### src/rtl/logic_unit_pkg.sv
// Shared op-code encoding for the pipelined bitwise logic unit.
package logic_unit_pkg;

  localparam int unsigned OP_W = 3;

  localparam logic [OP_W-1:0] OP_AND   = 3'b000;
  localparam logic [OP_W-1:0] OP_OR    = 3'b001;
  localparam logic [OP_W-1:0] OP_XOR   = 3'b010;
  localparam logic [OP_W-1:0] OP_NAND  = 3'b011;
  localparam logic [OP_W-1:0] OP_NOR   = 3'b100;
  localparam logic [OP_W-1:0] OP_XNOR  = 3'b101;
  localparam logic [OP_W-1:0] OP_NOTA  = 3'b110;
  localparam logic [OP_W-1:0] OP_PASSB = 3'b111;

endpackage

### src/rtl/logic_unit_pipe_if.sv
// Operand/result handshake bundle between operand fetch, the logic unit and the result mux.
interface logic_unit_pipe_if #(
  parameter int unsigned WIDTH = 32
);
  import logic_unit_pkg::*;

  logic             in_valid;
  logic             in_ready;
  logic [WIDTH-1:0] in1;
  logic [WIDTH-1:0] in2;
  logic [OP_W-1:0]  op;
  logic             acc_sel;
  logic             acc_wr;
  logic             acc_clr;
  logic             out_valid;
  logic             out_ready;
  logic [WIDTH-1:0] out1;
  logic             zero;
  logic             ones;
  logic             parity;

  modport master (
    output in_valid, in1, in2, op, acc_sel, acc_wr, acc_clr, out_ready,
    input  in_ready, out_valid, out1, zero, ones, parity
  );

  modport slave (
    input  in_valid, in1, in2, op, acc_sel, acc_wr, acc_clr, out_ready,
    output in_ready, out_valid, out1, zero, ones, parity
  );

endinterface

### src/rtl/logic_op_comb.sv
// Combinational WIDTH-bit bitwise operation datapath.
module logic_op_comb
  import logic_unit_pkg::*;
#(
  parameter int unsigned WIDTH = 32
) (
  input  logic [WIDTH-1:0] a,
  input  logic [WIDTH-1:0] b,
  input  logic [OP_W-1:0]  op,
  output logic [WIDTH-1:0] y
);

  always_comb begin
    y = '0;
    case (op)
      OP_AND:   y = a & b;
      OP_OR:    y = a | b;
      OP_XOR:   y = a ^ b;
      OP_NAND:  y = ~(a & b);
      OP_NOR:   y = ~(a | b);
      OP_XNOR:  y = ~(a ^ b);
      OP_NOTA:  y = ~a;
      OP_PASSB: y = b;
    endcase
  end

endmodule

### src/rtl/logic_unit_pipe.sv
// Two-stage pipelined logic unit with valid/ready handshake, accumulator operand and result flags.
module logic_unit_pipe
  import logic_unit_pkg::*;
#(
  parameter int unsigned WIDTH = 32
) (
  input  logic               clk,
  input  logic               rst_n,
  logic_unit_pipe_if.slave   bus
);

  logic             rdy_q;
  logic             v1_q;
  logic [WIDTH-1:0] r1_q;
  logic             ov_q;
  logic [WIDTH-1:0] out_q;
  logic             zero_q;
  logic             ones_q;
  logic             par_q;
  logic [WIDTH-1:0] acc_q;

  logic             s1_adv;
  logic             s2_adv;
  logic             ready_c;
  logic             accept;
  logic [WIDTH-1:0] opa;
  logic [WIDTH-1:0] res;

  // Backpressure ripples straight from out_ready; no skid buffer.
  assign s2_adv  = !ov_q || bus.out_ready;
  assign s1_adv  = !v1_q || s2_adv;
  assign ready_c = rdy_q && s1_adv;
  assign accept  = bus.in_valid && ready_c;
  assign opa     = bus.acc_sel ? acc_q : bus.in1;

  logic_op_comb #(.WIDTH(WIDTH)) u_op (
    .a  (opa),
    .b  (bus.in2),
    .op (bus.op),
    .y  (res)
  );

  always_ff @(posedge clk or negedge rst_n) begin
    if (!rst_n) begin
      rdy_q  <= 1'b0;
      v1_q   <= 1'b0;
      r1_q   <= '0;
      ov_q   <= 1'b0;
      out_q  <= '0;
      zero_q <= 1'b0;
      ones_q <= 1'b0;
      par_q  <= 1'b0;
      acc_q  <= '0;
    end else begin
      rdy_q <= 1'b1;

      if (s1_adv) begin
        v1_q <= accept;
        if (accept) r1_q <= res;
      end

      // Flags are derived from the stage-1 value so they always match out1.
      if (s2_adv) begin
        ov_q <= v1_q;
        if (v1_q) begin
          out_q  <= r1_q;
          zero_q <= (r1_q == '0);
          ones_q <= (r1_q == {WIDTH{1'b1}});
          par_q  <= ^r1_q;
        end
      end

      // Clear beats a simultaneous accepted write.
      if (bus.acc_clr)            acc_q <= '0;
      else if (accept && bus.acc_wr) acc_q <= res;
    end
  end

  assign bus.in_ready  = ready_c;
  assign bus.out_valid = ov_q;
  assign bus.out1      = out_q;
  assign bus.zero      = zero_q;
  assign bus.ones      = ones_q;
  assign bus.parity    = par_q;

endmodule

### src/flat_wrapper.sv
// flat-port wrapper written by rule: the top's interface ports become plain ports
module logic_unit_pipe_flat import logic_unit_pkg::*;
#(
  parameter int unsigned WIDTH = 32
)
  (clk, rst_n, bus_in_valid, bus_in1, bus_in2, bus_op, bus_acc_sel, bus_acc_wr, bus_acc_clr, bus_out_ready, bus_in_ready, bus_out_valid, bus_out1, bus_zero, bus_ones, bus_parity);
  logic_unit_pipe_if #(.WIDTH(WIDTH)) bus_i ();
  input  logic clk;
  input  logic rst_n;
  input wire logic [$bits(bus_i.in_valid)-1:0] bus_in_valid;
  input wire logic [$bits(bus_i.in1)-1:0] bus_in1;
  input wire logic [$bits(bus_i.in2)-1:0] bus_in2;
  input wire logic [$bits(bus_i.op)-1:0] bus_op;
  input wire logic [$bits(bus_i.acc_sel)-1:0] bus_acc_sel;
  input wire logic [$bits(bus_i.acc_wr)-1:0] bus_acc_wr;
  input wire logic [$bits(bus_i.acc_clr)-1:0] bus_acc_clr;
  input wire logic [$bits(bus_i.out_ready)-1:0] bus_out_ready;
  output wire logic [$bits(bus_i.in_ready)-1:0] bus_in_ready;
  output wire logic [$bits(bus_i.out_valid)-1:0] bus_out_valid;
  output wire logic [$bits(bus_i.out1)-1:0] bus_out1;
  output wire logic [$bits(bus_i.zero)-1:0] bus_zero;
  output wire logic [$bits(bus_i.ones)-1:0] bus_ones;
  output wire logic [$bits(bus_i.parity)-1:0] bus_parity;
  assign bus_i.in_valid = bus_in_valid;
  assign bus_i.in1 = bus_in1;
  assign bus_i.in2 = bus_in2;
  assign bus_i.op = bus_op;
  assign bus_i.acc_sel = bus_acc_sel;
  assign bus_i.acc_wr = bus_acc_wr;
  assign bus_i.acc_clr = bus_acc_clr;
  assign bus_i.out_ready = bus_out_ready;
  assign bus_in_ready = bus_i.in_ready;
  assign bus_out_valid = bus_i.out_valid;
  assign bus_out1 = bus_i.out1;
  assign bus_zero = bus_i.zero;
  assign bus_ones = bus_i.ones;
  assign bus_parity = bus_i.parity;
  logic_unit_pipe #(.WIDTH(WIDTH)) u_core (.clk(clk), .rst_n(rst_n), .bus(bus_i));
endmodule
### config.mk
export PLATFORM = sky130hd
export DESIGN_NAME = logic_unit_pipe_flat
export DESIGN_NICKNAME = d
export VERILOG_FILES = /design/src/rtl/logic_unit_pkg.sv /design/src/rtl/logic_unit_pipe_if.sv /design/src/rtl/logic_op_comb.sv /design/src/rtl/logic_unit_pipe.sv /design/src/flat_wrapper.sv
export SDC_FILE = /design/constraint.sdc
export NUM_CORES = 1
export LEC_CHECK = 0
export BUFFER_PORTS_ARGS = -buffer_cell sky130_fd_sc_hd__buf_2
export CAP_MARGIN = 20
export CORE_MARGIN = 2
export CORE_UTILIZATION = 25
export CTS_BUF_LIST = sky130_fd_sc_hd__clkbuf_8 sky130_fd_sc_hd__clkbuf_16
export DETAILED_ROUTE_END_ITERATION = 12
export PLACE_DENSITY = 0.39
export SYNTH_ARGS = -nofsm -noshare
export SYNTH_HDL_FRONTEND = slang
export SYNTH_SLANG_ARGS = --single-unit
### constraint.sdc
create_clock -name clk -period 2.4 [get_ports clk]
set_input_delay 0.6 -clock clk [delete_from_list [all_inputs] [get_ports clk]]
set_output_delay 0.6 -clock clk [all_outputs]
set_load 0.005 [all_outputs]
==> results of run 1 <==
[synth_stat cells (all sizes together)]
library cell,instances,area [sq um]
a222oi,21,210
a2bb2oi,21,184
nor2,40,150
clkbuf,38,143
and2,2,12.5
o31ai,10,75.1
conb,1,3.75
xnor2,13,114
mux2,12,135
inv,98,368
nor2b,7,43.8
or3,1,6.26
nand3b,5,41.3
a21oi,25,125
buf,21,126
nor3,5,25.0
or4,2,15.0
dfrtp,102,2550
a2111oi,1,15.0
o221ai,5,43.8
nand4,8,50.1
and3b,1,8.76
ha,96,1200
o22ai,41,257
xor2,2,17.5
a221oi,5,43.8
o2bb2ai,21,184
nand2,102,383
or2,3,18.8
mux2i,36,360
and3,2,12.5
o21ai,93,465
nand2b,10,62.6
a22o,1,8.76
[power breakdown]
part	total, uW	switching [uW]	internal (uW)
clock	1410	692	721
sequential	2220	209	2010
combinational	2090	1130	963
total	5720	2030	3690
[stage by stage]
| step | setup slack (ns) | util [%] | instances |
|---|---|---|---|
| 3_3_place_gp | -0.0542 | 29.8 | 1347 |
| 3_5_place_dp | -0.0533 | 29.8 | 1347 |
| 2_1_floorplan | 0.132 | - | 851 |
| 6_report | 0.303 | 30.7 | 1362 |
| 4_1_cts | 0.311 | 30.7 | 1362 |
| 5_1_grt | 0.162 | 30.7 | 1362 |
[state kept, by name (all words and copies together), names as in the netlist]
| register | count |
|---|---|
| u_core.acc_q | 32 |
| u_core.bus.zero | 1 |
| u_core.bus.parity | 1 |
| u_core.r1_q | 32 |
| u_core.bus.out_valid | 1 |
| u_core.bus.ones | 1 |
| u_core.rdy_q | 1 |
| u_core.bus.out1 | 32 |
| u_core.v1_q | 1 |
[worst register-to-register path, delay by kind of cell, from the launching register on]
kind,cells,cell delay (ns)
multiplexers,2,0.57
AO/OA/AOI/OAI,3,0.47
flip-flops,1,0.39
adder cells (fa/ha/maj),1,0.22
AND/OR/NAND/NOR,1,0.09
buffers and inverters,1,0.06
[worst max-delay path by stage]
| stage | start | end | slack (ns) | depth (start not counted) |
|---|---|---|---|---|
| finish | bus_acc_sel | u_core.acc_q[1] | 0.30 | 10 |
| global route | bus_acc_sel | u_core.r1_q[10] | 0.16 | 9 |
| CTS | bus_acc_sel | u_core.acc_q[1] | 0.31 | 10 |
| detailed placement | bus_acc_sel | u_core.r1_q[14] | -0.05 | 10 |
| global placement | bus_acc_sel | u_core.r1_q[20] | -0.05 | 9 |
| floorplan | bus_acc_sel | u_core.acc_q[6] | 0.13 | 9 |
[cells in the final DEF (no fill, tap or decap), types with 2 or more instances in the layout]
master	instances
o221ai_1	5
a21oi_1	24
inv_1	99
or4_1	2
nand4_1	8
xnor2_1	13
and3_1	2
a2bb2oi_1	21
xor2_1	2
mux2_1	3
mux2_2	9
buf_4	46
o21ai_0	84
o2bb2ai_1	21
nor2b_1	7
o31ai_1	10
o21ai_1	9
buf_12	10
and2_1	2
nor3_1	5
clkbuf_16	9
a222oi_1	21
or2_2	2
dfrtp_1	102
nand3b_1	4
nand2_1	101
buf_2	109
nor2_1	40
clkinv_2	3
a221oi_1	5
ha_1	96
o22ai_1	41
mux2i_1	36
nand2b_1	10
[cell families after synthesis]
family | after synthesis | synth area share [%]
XOR/XNOR | 15 | 1.76
flip-flops | 102 | 34.2
multiplexers | 48 | 6.64
buffers and inverters | 157 | 8.53
adder cells (fa/ha/maj) | 96 | 16.1
AND/OR/NAND/NOR | 188 | 11.1
AO/OA/AOI/OAI | 244 | 21.6
other | 1 | 0.0503
[per-layer routing]
metal | up-vias | part of all wire (%) | GRT usage [%]
li1 | 3209 | - | -
met5 | - | 0 | 0
met2 | 202 | 45 | 26.2
met1 | 3015 | 49 | 23.0
met3 | 16 | 5.1 | 2.30
met4 | 0 | 1.1 | 4.06
[layout make-up]
type | instances | area, sq um | area share, %
Clock inverter | 5 | 27.5 | 0.304
Clock buffer | 10 | 239 | 2.64
Sequential cell | 102 | 2550 | 28.2
Multi-Input combinational cell | 592 | 4280 | 47.3
Timing Repair Buffer | 165 | 1090 | 12.1
Tap cell | 390 | 488 | 5.39
Inverter | 98 | 368 | 4.07
==> run metrics, run 1 <==
Ys Warns 0; Root Driver clkbuf_16; cell breakdown of the critical path buf_2 -> buf_12 -> buf_4 -> mux2_2 -> inv_1 -> ha_1 -> mux2_2 -> o22ai_1 -> nor3_1 -> o31ai_1; FF-to-FF setup slack 0.50 ns; Final setup viols 0; IO buf count 110; Avg Cell Area, Syn 8.77 sq um; initial antenna violation count 0; Resize count post-CTS 0; max-slew violations 0; total wire length 25.0 mm; Crit path largest cell delay 0.35 ns; TritonCTS clock tree done; Setup CP Type in2reg; number of global-route vias before repair 6539; Post-DP Area 8780 sq um; first-pass GRT wire length 38.6 mm; vias per cell 4.73; Final GP Congestion 0.776; DR pass1 iterations 6; CTS Sinks 102; CP Capture Type flop; Hold Crit Class in2async; WP data arrival 2.36 ns; RSZ-0062 raised after global routing no; average wire per standard cell 18.3 um; worst skew pair latency 0.36 ns; Ant. Diodes 0; Worst-path clk slew 0.07 ns; Highest Clock Rate 477 MHz; Post-Syn Nets 1021; proportion of layout cells with a drive suffix above 1 20.0%; fin nets 1138; Max Cap Violations 0; Seq/Total Area, Yosys 34.2%; DR DRC count 0; Final Hold Vio Count 0; dpl hpwl 18.5 mm; VDD IR-drop max 0.000336 V; WHS 0.172 ns; Max-slew headroom 39.1%; worst clock skew 0.0129 ns; CTS Buf Count 9; slew of the pin with the lowest slew margin 0.911 ns; min Tclk post-route 2.10 ns; Die H 177 um; total die area 31200 sq um; starting DRC count in detailed routing 587; vias post-DR 6442; Post-CTS Setup Inserts 0; H-tree lvl count 3; Seq cells post-synth 102; Final ANT Viol Nets 0; Tot GR Track Use 16.3%; RR Endpoint u_core.r1_q[14]; Period Utilization, post-route 87.4%; status finished clean; fin area 9040 sq um; initial core utilization 25.3%; CP Data Required Time 2.66 ns; io pins 111; synthesized instance count 851; gr ovfl total 0; largest net degree at the start of global routing 55; core area 29500 sq um; Final Power 5720 uW; power per cell area 633 nW/um^2; row count 63; FILL cells 3231; slowest CP cell mux2_2; Reg2Reg Depth 8; CP top delay family multiplexers; Max Buffers Root-to-Sink 2; setup_tns 0 ns; Reg-to-Reg Start u_core.acc_q[14]; Die W 177 um; area grow syn2layout 21.2%; unique cell type count in the Yosys netlist 41; Leak 0.00458 uW; Startpoint Class input pin; CP dominant cell by count mux2_2; Netlist Area Pre-Place 7460 sq um; CTS Hold Bufs 0; critical path peak fanout 10; WP buf/inv 4
No activity file was read; power rests on OpenSTA's default activity.
==> run 2, diff against run 1 <==
--- a/config.mk
+++ b/config.mk
@@ -7,7 +7,7 @@
 export LEC_CHECK = 0
 export BUFFER_PORTS_ARGS = -buffer_cell sky130_fd_sc_hd__buf_2
 export CAP_MARGIN = 20
-export CORE_MARGIN = 2
+export CORE_MARGIN = 1.5
 export CORE_UTILIZATION = 25
 export CTS_BUF_LIST = sky130_fd_sc_hd__clkbuf_8 sky130_fd_sc_hd__clkbuf_16
 export DETAILED_ROUTE_END_ITERATION = 12
==> run 2 against run 1 <==
Clock-buffer cell count shrank 1. Design area is 1.7% higher. Via count increased by 2.0%. Clock skew fell by 0.0015 ns. Setup slack lost 0.036 ns. Final cell count rose by 1.4%. Register-to-register slack improved by 0.03 ns. Largest power group unchanged.
==> run metrics, run 2 (synthesis gave the netlist of run 1 again) <==
Root Driver clkbuf_16; status finished clean; Max Buffers Root-to-Sink 2 (unchanged); setup_tns 0 ns (unchanged); RSZ-0062 raised after global routing no; final core utilization 31.2% (+0.53 points); total die area 30900 sq um (-1.1%); power per cell area 634 nW/um^2 (+0.11%); critical path peak fanout 21 (+11); Final GP Congestion 0.808 (+4.0%); dpl hpwl 18.3 mm (-1.3%); Die W 176 um (-0.57%); WP data arrival 2.39 ns (+0.03 ns); most frequent cells in the layout 109 x buf_2, 102 x dfrtp_1, 101 x nand2_1; most common cell after layout, fill and taps aside buf_2; io pins 111 (unchanged); Tot GR Track Use 16.5% (+0.17 points); starting DRC count in detailed routing 518 (-12%); CP Capture Type flop; Worst-path clk slew 0.08 ns (about the same); IO buf count 110 (unchanged); final cell count without fillers 1381 (+1.4%); area grow syn2layout 23.3%; fin nets 1156 (+1.6%); Startpoint Class input pin; H-tree lvl count 3 (unchanged); average wire per standard cell 17.9 um (-2.6%); min Tclk post-route 2.13 ns (+0.0360 ns); CTS Buf Count 9 (unchanged); Setup CP Type in2reg; Period Utilization, post-route 88.9% (+1.5 points); row count 63 (unchanged); Post-CTS Setup Inserts 0 (unchanged); Final ANT Viol Nets 0 (unchanged); vias post-DR 6569 (+2.0%); Die H 176 um (-0.57%); slew of the pin with the lowest slew margin 0.622 ns (-0.289 ns); gr ovfl total 0 (unchanged); worst clock skew 0.0114 ns (-0.00152 ns); Final setup viols 0 (unchanged); total wire length 24.7 mm (-1.2%); Ant. Diodes 0 (unchanged); Leak 0.00467 uW (+2.2%); worst skew pair latency 0.37 ns (about the same); CTS Sinks 102 (unchanged); DR DRC count 0 (unchanged); VDD IR-drop max 0.000424 V (+26%); core area 29500 sq um (unchanged); FF-to-FF setup slack 0.53 ns (+0.03 ns); TritonCTS clock tree done; proportion of layout cells with a drive suffix above 1 21.5% (+1.5 points); Setup WS post-layout 0.267 ns (-0.0360 ns); CP Data Required Time 2.66 ns (about the same); CTS Hold Bufs 0 (unchanged); placed cells 1365 (+1.3%); number of global-route vias before repair 6769 (+3.5%); max-slew violations 0 (unchanged); DP Worst Slack -0.105 ns (-0.0517 ns); DR pass1 iterations 6 (unchanged); Highest Clock Rate 469 MHz (-1.7%); vias per cell 4.76 (+0.57%); Max Cap Violations 0 (unchanged); Final Hold Vio Count 0 (unchanged); Max-slew headroom 58.5% (+19 points); first-pass GRT wire length 38.8 mm (+0.36%); initial core utilization 25.3% (unchanged); Resize count post-CTS 0 (unchanged); initial antenna violation count 0 (unchanged); Hold Crit Class in2async; largest net degree at the start of global routing 103 (+87%)
==> run 2: changes by cell type in the layout (fill, tap and decap cells not counted), sizes merged <==
cell | before | now
clkinv | 4 | 1
inv | 99 | 104
clkbuf | 10 | 9
buf | 165 | 183
==> run 2: final cells by class <==
class / instances / area [sq um]
Timing Repair Buffer: 183 / 1230
Clock inverter: 7 / 63.8
Sequential cell: 102 / 2550
Clock buffer: 9 / 225
Multi-Input combinational cell: 592 / 4280
Inverter: 98 / 368
Fill cell: 3178 / 20300
Tap cell: 390 / 488
==> run 2: path summary, 6_finish.rpt <==
kind                                          from                   to  cells after the start
worst min register to register  u_core.bus.out1[3]   u_core.bus.out1[3]                      2
min in group clk                u_core.bus.out1[3]   u_core.bus.out1[3]                      2
max in group asynchronous                    rst_n   u_core.bus.out1[4]                      2
worst max-delay path                   bus_acc_sel     u_core.acc_q[18]                      9
worst max register to register    u_core.acc_q[14]      u_core.r1_q[14]                      8
worst min-delay path                         rst_n  u_core.bus.out1[17]                      2
==> run 2: layer usage <==
layer  part of all wire [%]  GRT usage (%)  vias to the layer above
met5                      0              0                        -
met3                    4.6           2.60                       27
met4                    1.3           4.10                        0
li1                       -              -                     3253
met2                     47           27.5                      191
met1                     47           22.2                     3098
==> run 2: per-stage QoR <==
stage	instance area [sq um]	hold slack, ns	power (uW)
after floorplan	7460	0.304	3510
after global placement	8910	0.460	4390
after detailed placement	8910	0.468	4410
after CTS	9200	0.336	5930
after global routing	9200	0.337	6270
final	9200	0.263	5830
==> run 2: worst max-delay path: stages <==
cell and delay (ns):
buf_2 0.15, buf_12 0.22, mux2_2 0.37, inv_1 0.06, ha_1 0.22, mux2_1 0.29, o22ai_1 0.15, nor3_1 0.08
o31ai_1 0.26
==> run 2: report_power, final <==
group | total (uW) | switching [uW] | internal [uW]
Combinational | 2120 | 1130 | 982
Clock | 1500 | 768 | 734
Sequential | 2210 | 204 | 2010
Total | 5830 | 2110 | 3720
==> run 3, diff against run 2 <==
--- a/config.mk
+++ b/config.mk
@@ -12,6 +12,7 @@
 export CTS_BUF_LIST = sky130_fd_sc_hd__clkbuf_8 sky130_fd_sc_hd__clkbuf_16
 export DETAILED_ROUTE_END_ITERATION = 12
 export PLACE_DENSITY = 0.39
+export RECOVER_POWER = 100
 export SYNTH_ARGS = -nofsm -noshare
 export SYNTH_HDL_FRONTEND = slang
 export SYNTH_SLANG_ARGS = --single-unit
==> run 3 against run 2 <==
Setup slack lost 0.0064 ns. Power fell by 0.64%. The run now ends with slew limit left. Die area unchanged. Via count fell by 0.58%. Clock-buffer cell count unchanged. Critical path depth unchanged. Highest routed layer unchanged. Largest power group unchanged.
==> run metrics, run 3 (synthesis gave the netlist of run 1 again) <==
total die area 30900 sq um (unchanged); Die W 176 um (unchanged); TritonCTS clock tree done; CP Data Required Time 2.67 ns (about the same); Hold Crit Class reg2reg; core area 29500 sq um (unchanged); proportion of layout cells with a drive suffix above 1 18.8% (-2.7 points); slowest CP cell mux2_1; fin nets 1156 (unchanged); io pins 111 (unchanged); Max-slew headroom -0.487% (-59 points); FILL cells 3193 (+0.47%); Leak 0.00458 uW (-2.1%); Final setup viols 0 (unchanged); DR DRC count 0 (unchanged); Final Hold Vio Count 0 (unchanged); Final GP Congestion 0.808 (unchanged); Period Utilization, post-route 89.2% (+0.27 points); initial core utilization 25.3% (unchanged); largest net degree at the start of global routing 103 (unchanged); CTS Buf Count 9 (unchanged); Root Driver clkbuf_16; starting DRC count in detailed routing 479 (-7.5%); Post-CTS Setup Inserts 0 (unchanged); H-tree lvl count 3 (unchanged); violated checks slew limit; vias post-DR 6531 (-0.58%); first-pass GRT wire length 38.8 mm (unchanged); Ant. Diodes 0 (unchanged); status finished with violations; most frequent cells in the layout 102 x nand2_1, 102 x dfrtp_1, 99 x inv_1; Final Power 5790 uW (-0.64%); final core utilization 30.9% (-0.31 points); Resize count post-CTS 0 (unchanged); WP data arrival 2.41 ns (+0.02 ns); slew of the pin with the lowest slew margin 1.51 ns (+0.885 ns); CTS Hold Bufs 0 (unchanged); max-slew violations 47 (+47); total wire length 24.7 mm (+0.26%); IO buf count 110 (unchanged); CTS Sinks 102 (unchanged); Worst-path clk slew 0.08 ns (about the same); area grow syn2layout 22.1%; Max Buffers Root-to-Sink 2 (unchanged); Tot GR Track Use 16.5% (unchanged); CP Capture Type flop; Crit path largest cell delay 0.37 ns (about the same); number of global-route vias before repair 6769 (unchanged); Max Cap Violations 0 (unchanged); vias per cell 4.73 (-0.58%); worst clock skew 0.0125 ns (+0.00110 ns); RSZ-0062 raised after global routing no; Highest Clock Rate 467 MHz (-0.30%); fin area 9110 sq um (-0.99%); CP dominant cell by count mux2_1; cell breakdown of the critical path buf_2 -> clkbuf_2 -> mux2_1 -> inv_1 -> ha_1 -> mux2_1 -> o22ai_1 -> nor3_1 -> o31ai_1; Die H 176 um (unchanged); worst skew pair latency 0.37 ns (about the same); Setup CP Type in2reg; average wire per standard cell 17.9 um (+0.26%); Post-DP Area 8910 sq um (unchanged); power per cell area 636 nW/um^2 (+0.35%); Final ANT Viol Nets 0 (unchanged); min Tclk post-route 2.14 ns (+0.00638 ns); critical path peak fanout 7 (-67%); row count 63 (unchanged); dpl hpwl 18.3 mm (unchanged); DR pass1 iterations 5 (-1); VDD IR-drop max 0.000424 V (about the same); initial antenna violation count 0 (unchanged); Startpoint Class input pin; gr ovfl total 0 (unchanged)
run 3: changes by cell type in the layout (fill, tap and decap cells not counted), sizes merged:
cell / delta
clkbuf: +33
buf: -33
run 3: stage by stage:
stage / TNS [ns] / instances / hold slack, ns / setup slack [ns]
final: 0 / 1381 / 0.477 / 0.260
after floorplan: 0 / 851 / 0.304 / 0.132
after detailed placement: -0.828 / 1365 / 0.468 / -0.105
after CTS: 0 / 1381 / 0.336 / 0.267
after global placement: -0.256 / 1365 / 0.460 / -0.0565
after global routing: 0 / 1381 / 0.502 / 0.0948
run 3: layer usage:
metal,track usage [%],up-vias,part of all wire [%]
li1,-,3252,-
met1,22.2,3088,48
met2,27.5,170,47
met3,2.60,21,4.1
met4,4.10,0,1.2
met5,0,-,0
run 3: path summary, 6_finish.rpt:
check / from / endpoint / slack, ns / depth (start not counted)
max in group asynchronous: rst_n / u_core.bus.out1[4] / 0.72 / 2
min: u_core.bus.out1[3] / u_core.bus.out1[3] / 0.48 / 2
min in group asynchronous: rst_n / u_core.bus.out1[17] / 0.69 / 2
max: bus_acc_sel / u_core.acc_q[17] / 0.26 / 9
max reg2reg: u_core.acc_q[14] / u_core.r1_q[14] / 0.39 / 8
min reg2reg: u_core.bus.out1[3] / u_core.bus.out1[3] / 0.48 / 2
run 3: layout make-up:
cell class              instances  area (sq um)  area share (%)
multi-input cells             592          4270            46.9
clock inverters                 7          63.8           0.700
clock buffers                   9           225            2.47
flip-flops and latches        102          2550            28.0
inverters                      98           368            4.04
well taps                     390           488            5.36
repair buffers                183          1140            12.6
run 3: power by group:
part | internal, uW | switching (uW) | total [uW]
logic | 942 | 1130 | 2070
clock network | 734 | 769 | 1500
registers | 2010 | 209 | 2220
total | 3680 | 2110 | 5790
run 3: critical path, delay by kind of cell:
family | cells | cell delay [ns]
buffers and inverters | 3 | 0.45
muxes | 2 | 0.66
adders and majority gates | 1 | 0.23
AOI/OAI and AO/OA | 2 | 0.38
and+or+nand+nor | 1 | 0.10
